$ cat src/rtl/spi_frame_pkg.sv
// Shared types and helpers for the SPI frame sequencer.
// Frame layout: {SYNC, value[13:8]} then value[7:0].
package spi_frame_pkg;

    typedef enum logic [2:0] {
        IDLE,
        SETUP,
        SEND_HI,
        WAIT_HI,
        SEND_LO,
        WAIT_LO,
        GAP
    } state_t;

    localparam logic [1:0] SYNC = 2'b10;

    function automatic logic [15:0] pack_frame(input logic [13:0] value);
        return {SYNC, value};
    endfunction

endpackage

$ cat src/rtl/spi_frame_sequencer.sv
// Sequences the byte-level SPI master through one 2-byte frame per
// counter update, owning slave select, setup, gap and coalescing.
module spi_frame_sequencer
    import spi_frame_pkg::*;
#(
    parameter int DATA_W     = 14,
    parameter int SS_SETUP   = 2,
    parameter int GAP_CYCLES = 4
) (
    input  logic              clk,
    input  logic              reset,
    input  logic [DATA_W-1:0] count_value,
    input  logic              count_valid,
    input  logic              tx_ready,
    input  logic              done,
    output logic              start,
    output logic [7:0]        tx_data,
    output logic              ss,
    output logic              busy,
    output logic              frame_done,
    output logic [7:0]        drop_cnt
);

    localparam int CNT_MAX = (SS_SETUP > GAP_CYCLES) ? SS_SETUP : GAP_CYCLES;
    localparam int CNT_W   = $clog2(CNT_MAX + 1);

    localparam logic [CNT_W-1:0] SETUP_LAST = CNT_W'(SS_SETUP - 1);
    localparam logic [CNT_W-1:0] GAP_LAST   = CNT_W'(GAP_CYCLES - 1);

    state_t             state;
    state_t             next_state;
    logic [CNT_W-1:0]   cnt;
    logic               pend;
    logic [DATA_W-1:0]  shadow;
    logic [15:0]        frame;
    logic               take;

    always_comb begin
        next_state = state;
        take       = 1'b0;
        start      = 1'b0;
        tx_data    = 8'h00;
        ss         = 1'b1;
        frame_done = 1'b0;
        unique case (state)
            IDLE: begin
                if (pend) begin
                    take       = 1'b1;
                    next_state = SETUP;
                end
            end
            SETUP: begin
                ss = 1'b0;
                if (cnt == SETUP_LAST) next_state = SEND_HI;
            end
            SEND_HI: begin
                ss      = 1'b0;
                tx_data = frame[15:8];
                if (tx_ready) begin
                    start      = 1'b1;
                    next_state = WAIT_HI;
                end
            end
            WAIT_HI: begin
                ss      = 1'b0;
                tx_data = frame[15:8];
                if (done) next_state = SEND_LO;
            end
            SEND_LO: begin
                ss      = 1'b0;
                tx_data = frame[7:0];
                if (tx_ready) begin
                    start      = 1'b1;
                    next_state = WAIT_LO;
                end
            end
            WAIT_LO: begin
                ss      = 1'b0;
                tx_data = frame[7:0];
                if (done) begin
                    frame_done = 1'b1;
                    next_state = GAP;
                end
            end
            GAP: begin
                if (cnt == GAP_LAST) next_state = IDLE;
            end
            default: next_state = IDLE;
        endcase
    end

    assign busy = (state != IDLE);

    always_ff @(posedge clk) begin
        if (reset) begin
            state    <= IDLE;
            cnt      <= '0;
            pend     <= 1'b0;
            shadow   <= '0;
            frame    <= '0;
            drop_cnt <= 8'h00;
        end else begin
            state <= next_state;
            cnt   <= (next_state != state) ? '0 : cnt + 1'b1;
            if (take) frame <= pack_frame(14'(shadow));
            // A pending value taken into a frame this cycle is not lost.
            if (count_valid) begin
                shadow <= count_value;
                pend   <= 1'b1;
                if (pend && !take && drop_cnt != 8'hFF)
                    drop_cnt <= drop_cnt + 8'h01;
            end else if (take) begin
                pend <= 1'b0;
            end
        end
    end

endmodule

$ cat config.mk
export PLATFORM = sky130hd
export DESIGN_NAME = spi_frame_sequencer
export DESIGN_NICKNAME = d
export VERILOG_FILES = /design/src/rtl/spi_frame_pkg.sv /design/src/rtl/spi_frame_sequencer.sv
export SDC_FILE = /design/constraint.sdc
export NUM_CORES = 1
export LEC_CHECK = 0
export ABC_AREA = 1
export BUFFER_PORTS_ARGS = -buffer_cell sky130_fd_sc_hd__clkbuf_2
export CELL_PAD_IN_SITES_DETAIL_PLACEMENT = 1
export CELL_PAD_IN_SITES_GLOBAL_PLACEMENT = 2
export CORE_ASPECT_RATIO = 1.75
export CORE_MARGIN = 1
export CORE_UTILIZATION = 33
export DETAILED_ROUTE_END_ITERATION = 8
export GPL_ROUTABILITY_DRIVEN = 0
export PLACE_DENSITY = 0.91
export SLEW_MARGIN = 20
export SYNTH_ARGS = -nofsm -noshare
export SYNTH_HDL_FRONTEND = slang
export SYNTH_SLANG_ARGS = --single-unit
$ cat constraint.sdc
create_clock -name clk -period 4 [get_ports clk]
set_clock_uncertainty 0.2 [all_clocks]
set_input_delay 0.4 -clock clk [delete_from_list [all_inputs] [get_ports clk]]
set_output_delay 0.4 -clock clk [all_outputs]
set_load 0.1 [all_outputs]
==> metrics.md, run 1 <==
| Metric | Value |
|---|---|
| Max Cap Viol | `0` |
| Total global-route track usage | `0.172` |
| Port buffer count | `38` |
| Drt first-iter violations | `63` |
| DRT Pass-1 Iters | `6` |
| Area of the core | `5630 µm²` |
| ANT nets after route | `0` |
| Die area | `between 6000 and 7000 µm²` |
| Pre-CTS WS | `between 1.5 and 2 ns` |
| Synth area leaders | `dfxtp_1, nor2_1, o21ai_0` |
| Final Net Count | `between 300 and 400` |
| Post-DP HPWL | `between 3000 and 4000 µm` |
| Cell area after layout | `2290 µm²` |
| Slowest stage delay, CP | `0.49 ns` |
| DRC | `0` |
| Crit path time final | `2.55 ns` |
| Post-synth EDFFs | `0` |
| PostCTS Resize Cnt | `0` |
| Post-DP Area | `approximately 2200 µm²` |
| FF+latch count, synth | `44` |
| Leading area contributor after synthesis | `dfxtp_1` |
| R2R Setup Slk | `about 1.8 ns` |
| Tightest Pin Transition | `0.967 ns` |
| Relative max-transition margin | `0.354` |
| Mapped Nets | `~270` |
| Fin. max-slew vios | `0` |
| Clock buffer depth | `2` |
| Area delta synth->final | `18.5%` |
| Yosys warning total | `0` |
| Critical Path AT | `between 1.5 and 2 ns` |
| Max Clk Rate | `~400 MHz` |
| Root buffer cell | `clkbuf_8` |
| Top-count cell post-synth | `nor2_1` |
| Worst Path Required | `between 3 and 4 ns` |
| Via count | `1,707` |
| Layout cells sized above 1 | `0.214` |
| Hold Slack | `between 0.1 and 0.15 ns` |
| Initial antenna violation count | `0` |
| Num ports | `39` |
| Maximum vdd drop | `between 0.0002 and 0.00025 V` |
| Number of setup violations in the final report | `0` |
| GRT overflow | `0` |
| Die width | `between 50 and 60 µm` |
| Slowest cell on the critical path | `clkbuf_2` |
| CP Buf/Inv Count | `3` |
| CTS tree | `built` |
| Clk sinks | `44` |
| Detailed Route WL | `~4600 µm` |
| Avg Vias per Cell | `approximately 4.7` |
| Critical path class | `flip-flop to output port` |
| First-pass GRT wire length | `roughly 7900 µm` |
| CP cell instances | `inv_2 > nor2_1 > clkinv_1 > o22ai_1 > clkbuf_2` |
| Hold crit path type | `primary input to flip-flop` |
| Share of the synthesized area in the top cell type | `0.455` |
| Worst-Skew Late Latency | `0.30 ns` |
| Cell Area, Synth | `1940 µm²` |
| Post-synth cell types | `31` |
| Initial Utilization | `0.344` |
| Worst setup margin | `approximately 1.5 ns` |
| Pin count of the biggest net entering global routing | `32` |
| Cells after Synth | `251` |
| Final Hold Vio Count | `0` |
| Wirelength per Cell | `about 13 µm` |
| Synth async-reset ratio | `0` |
| Crit share post-route | `0.637` |
| Crit. End Element | `output port` |
| Power Dens Cells | `457 nW/µm²` |
| H-tree depth | `2` |
| Cell Rows | `36` |
| Max FO, Critical Path | `9` |
| Top FF cell, synth | `dfxtp_1` |
| Die Y | `a little over 100 µm` |
| RSZ-0062 raised after global routing | `false` |
| Setup bufs post-CTS | `0` |
| Status | `completed` |
| Final setup TNS | `0 ns` |
| Startpoint types | `flip-flop` |
| Sequential share of the synthesized area | `0.455` |
| CTS Hold Buffers Added | `0` |
| Vias in the first global route | `approximately 1,700` |
| Most instantiated cells after synthesis | `nor2_1, dfxtp_1, o21ai_0, nand2_1, inv_1` |
| Static Leak | `between 1 and 1.5 nW` |
| N_diodes | `0` |
| Clock buffer count from CTS | `5` |
| Syn Area/Cell | `7.72 µm²` |
| Cell family with most CP delay | `buffers and inverters` |
| Worst-path clk slew | `about 0.08 ns` |
## final timing paths
check	from	endpoint	cells past startpoint
worst max-delay path	state[2]	tx_data[1]	5
worst min register to register	frame[9]	frame[9]	2
worst min-delay path	count_value[12]	shadow[12]	3
worst max register to register	state[1]	cnt[1]	6
## area by class of cell
| class | instances | area, µm² |
|---|---|---|
| sequential | 44 | 881 |
| inverter | 29 | 111 |
| timing repair buffer | 38 | 190 |
| clock inverter | 2 | 60.1 |
| clock buffer | 5 | 68.8 |
| multi-input combinational | 167 | 888 |
| fill | 728 | 3340 |
| tap | 76 | 95.1 |
## per-layer routing
metal,vias up,wire (µm),global-route usage
li1,876,-,-
met1,787,1940,0.209
met2,34,2330,0.279
met3,10,135,0.0311
met4,0,148,0.0984
met5,-,0,0
## flip-flops by register name, indices dropped and copies added (netlist names)
name and flops:
pend 1, cnt 3, shadow 14, drop_cnt 8
state 3, frame 15
## worst min-delay path, cell delays in order
cell      delay [ns]
clkbuf_2        0.08
nor2_1          0.03
nor2_1          0.08
## kinds of logic after synthesis
group	after synthesis	share of synthesized area
compound gates	65	0.192
fa+ha+maj	4	0.0258
flops	44	0.455
buf+inv	40	0.0866
simple gates	92	0.214
xor+xnor	6	0.0271
## power by group
part           switching [mW]  leakage (nW)  internal, mW
Combinational           0.122         0.575        0.0421
Clock                   0.149        0.0642         0.246
Sequential             0.0183         0.362         0.471
Total                   0.289          1.00         0.759
## cells in the final DEF, fill, tap and decap left out, types with 3 or more instances in the layout
cell type and count:
dfxtp_1 44, ha_1 4, clkbuf_8 5, o21ai_0 30
nand4_1 3, xnor2_1 3, nand2_1 29, a21oi_2 6
a21oi_1 19, nor2_1 47, inv_1 25, nand3_1 3
clkbuf_2 38, xor2_1 3, o22ai_1 7
## metrics by stage
stage               total power, mW   util  cells
finish                         1.05  0.408    361
global route                   1.11  0.408    361
CTS                            1.06  0.408    361
detailed placement            0.665  0.385    354
global placement              0.661  0.385    354
floorplan                     0.629      -    251
(Power assumes the default switching activity.)
==> inputs of run 2 (changes only) <==
CORE_UTILIZATION = 27   (was 33)
PLACE_DENSITY = 0.81   (was 0.91)
clock period = 2.3 ns   (was 4 ns; I/O delays follow)
==> metrics.md, run 2 (same netlist as run 1, synthesis figures left out) <==
| Metric | Value |
|---|---|
| Wirelength per Cell | `12.6 µm (-0.22%)` |
| Pin count of the biggest net entering global routing | `30 (-6.3%)` |
| CP cell instances | `inv_2 > nor2_1 > clkinv_1 > o22ai_1 > buf_12` |
| Clk sinks | `44 (unchanged)` |
| Worst-Skew Late Latency | `0.28 ns (-0.02 ns)` |
| Fin. max-slew vios | `0 (unchanged)` |
| Worst setup margin | `0.102 ns (-1.35 ns)` |
| Cell Rows | `40 (+11%)` |
| Clock power frac | `0.407 (+0.031)` |
| Fillcell total | `873 (+20%)` |
| Combinational Power Share | `0.160 (+0.004)` |
| Clock buffer depth | `2 (unchanged)` |
| Vias in the first global route | `1,774 (+5.2%)` |
| Via count | `1,784 (+4.5%)` |
| DRC | `0 (unchanged)` |
| Detailed Route WL | `4890 µm (+7.2%)` |
| Max Clk Rate | `455 MHz` |
| PostCTS Resize Cnt | `0 (unchanged)` |
| Initial antenna violation count | `0 (unchanged)` |
| Hold crit path type | `primary input to flip-flop` |
| DRT Pass-1 Iters | `4 (-2)` |
| Psw | `0.539 mW (+87%)` |
| Total power | `1.97 mW (+88%)` |
| Max reg flops | `15 (unchanged)` |
| Crit share post-route | `0.956` |
| Hold_sp | `count_value[3]` |
| Relative max-transition margin | `0.642 (+0.288)` |
| Most flop-heavy register | `frame` |
| Crit path time final | `approximately 2.2 ns` |
| Cell area after layout | `2620 µm² (+14%)` |
| Clock buffer count from CTS | `5 (unchanged)` |
| First-pass GRT wire length | `8290 µm (+5.5%)` |
| Commonest cells after routing, fill and taps aside | `nor2_1, dfxtp_1, o21ai_0, clkbuf_2, nand2_1` |
| Port buffer count | `38 (unchanged)` |
| Setup bufs post-CTS | `0 (unchanged)` |
| Reg power frac | `0.433 (-0.034)` |
| Crit. End Element | `output port` |
| Crit path from | `state[2]` |
| Maximum vdd drop | `0.000336 V (+47%)` |
| Tightest Pin Transition | `0.539 ns (-0.428 ns)` |
| Post-DP Area | `2320 µm² (+7.3%)` |
| Pint | `1.43 mW (+88%)` |
| Static Leak | `1.12 nW (+12%)` |
| Final Net Count | `326 (+5.8%)` |
| CTS tree | `built` |
| Commonest non-fill, non-tap cell in the layout | `nor2_1` |
| Pre-CTS WS | `0.334 ns (-1.42 ns)` |
| Worst-path clk slew | `0.06 ns (-0.02 ns)` |
| ANT nets after route | `0 (unchanged)` |
| Critical Path AT | `1.77 ns (-0.18 ns)` |
| H-tree depth | `2 (unchanged)` |
| Die Y | `114 µm (+10%)` |
| Slowest stage delay, CP | `0.45 ns (-0.04 ns)` |
| Sw frac | `0.274 (-0.00153)` |
| Layout cells sized above 1 | `0.227 (+0.0129)` |
| Top flop regs | `frame: 15 flops, shadow: 14 flops, drop_cnt: 8 flops` |
| Avg Vias per Cell | `4.60 (-2.8%)` |
| N_diodes | `0 (unchanged)` |
| Number of setup violations in the final report | `0 (unchanged)` |
| Worst Path Required | `1.87 ns (-1.53 ns)` |
| Num ports | `39 (unchanged)` |
| Max FO, Critical Path | `9 (unchanged)` |
| Die area | `7530 µm² (+22%)` |
| Startpoint types | `flip-flop` |
| Area of the core | `6910 µm² (+23%)` |
| RSZ-0062 raised after global routing | `true` |
| GRT overflow | `0 (unchanged)` |
| Post-DP HPWL | `3600 µm (+8.8%)` |
| Power Dens Cells | `751 nW/µm² (+64%)` |
| Status | `completed` |
| Max Cap Viol | `0 (unchanged)` |
| Initial Utilization | `0.280 (-0.0636)` |
| Drt first-iter violations | `74 (+17%)` |
| Slowest cell on the critical path | `dfxtp_1` |
| R2R Path Start | `drop_cnt[0]` |
| Root buffer cell | `clkbuf_16` |
| Die width | `66.0 µm (+10%)` |
| Total global-route track usage | `0.145 (-0.0262)` |
| Area delta synth->final | `35.4%` |
| Critical path class | `flip-flop to output port` |
| Final Hold Vio Count | `0 (unchanged)` |
run 2: cell types whose count changed in the layout (fill, tap and decap cells not counted), moves of 5 or more:
cell,delta
clkbuf_2,-8
clkbuf_16,+5
clkbuf_8,-5
dlygate4sd3_1,+13
buf_12,+7
buf_4,+6
run 2: what timing repair did:
item	CTS	global route
endpoints found under the setup margin	0	5
hold buffers	13	0
endpoints found under the hold margin	13	0
run 2: worst max-delay path, delay by kind of cell (launching register included):
kind	cells	cell delay, ns
AOI/OAI and AO/OA	1	0.35
buffers and inverters	3	0.58
DFF	1	0.45
and+or+nand+nor	1	0.11
run 2: metal layers:
layer  vias up  part of all wire  GRT usage
met3         7             0.027     0.0280
met4         0             0.016     0.0638
met5         -                 0          0
met1       833              0.41      0.159
met2        27              0.55      0.263
li1        917                 -          -
run 2: layout make-up:
class / count / area (µm²) / area share
Timing Repair Buffer: 56 / 465 / 0.177
Sequential cell: 44 / 882 / 0.336
Clock inverter: 3 / 42.5 / 0.0162
Tap cell: 84 / 105 / 0.0401
Multi-Input combinational cell: 167 / 891 / 0.340
Inverter: 29 / 111 / 0.0425
Clock buffer: 5 / 125 / 0.0477
run 2: per-stage QoR:
| step | utilization | setup TNS, ns | hold WS, ns | cells |
|---|---|---|---|---|
| after detailed placement | 0.337 | 0 | 0.244 | 367 |
| after global placement | 0.337 | 0 | 0.232 | 367 |
| after floorplan | - | -3.09 | 0.0994 | 251 |
| after CTS | 0.380 | 0 | 0.0135 | 388 |
| after global routing | 0.380 | -0.255 | 0.00991 | 388 |
| final | 0.380 | 0 | 0.0141 | 388 |
run 2: final timing paths:
check	to	slack [ns]	cells past startpoint
max	tx_data[4]	0.10	5
min	shadow[3]	0.01	3
max reg2reg	drop_cnt[2]	0.57	6
min reg2reg	frame[8]	0.25	2
run 2: power groups by stage:
stage          combinational [mW]  clock [mW]  sequential [mW]
6_report                    0.315       0.802            0.853
5_1_grt                     0.352       0.863            0.860
4_1_cts                     0.321       0.828            0.853
3_5_place_dp                0.302           0            0.869
3_3_place_gp                0.299           0            0.868
2_1_floorplan               0.229           0            0.864
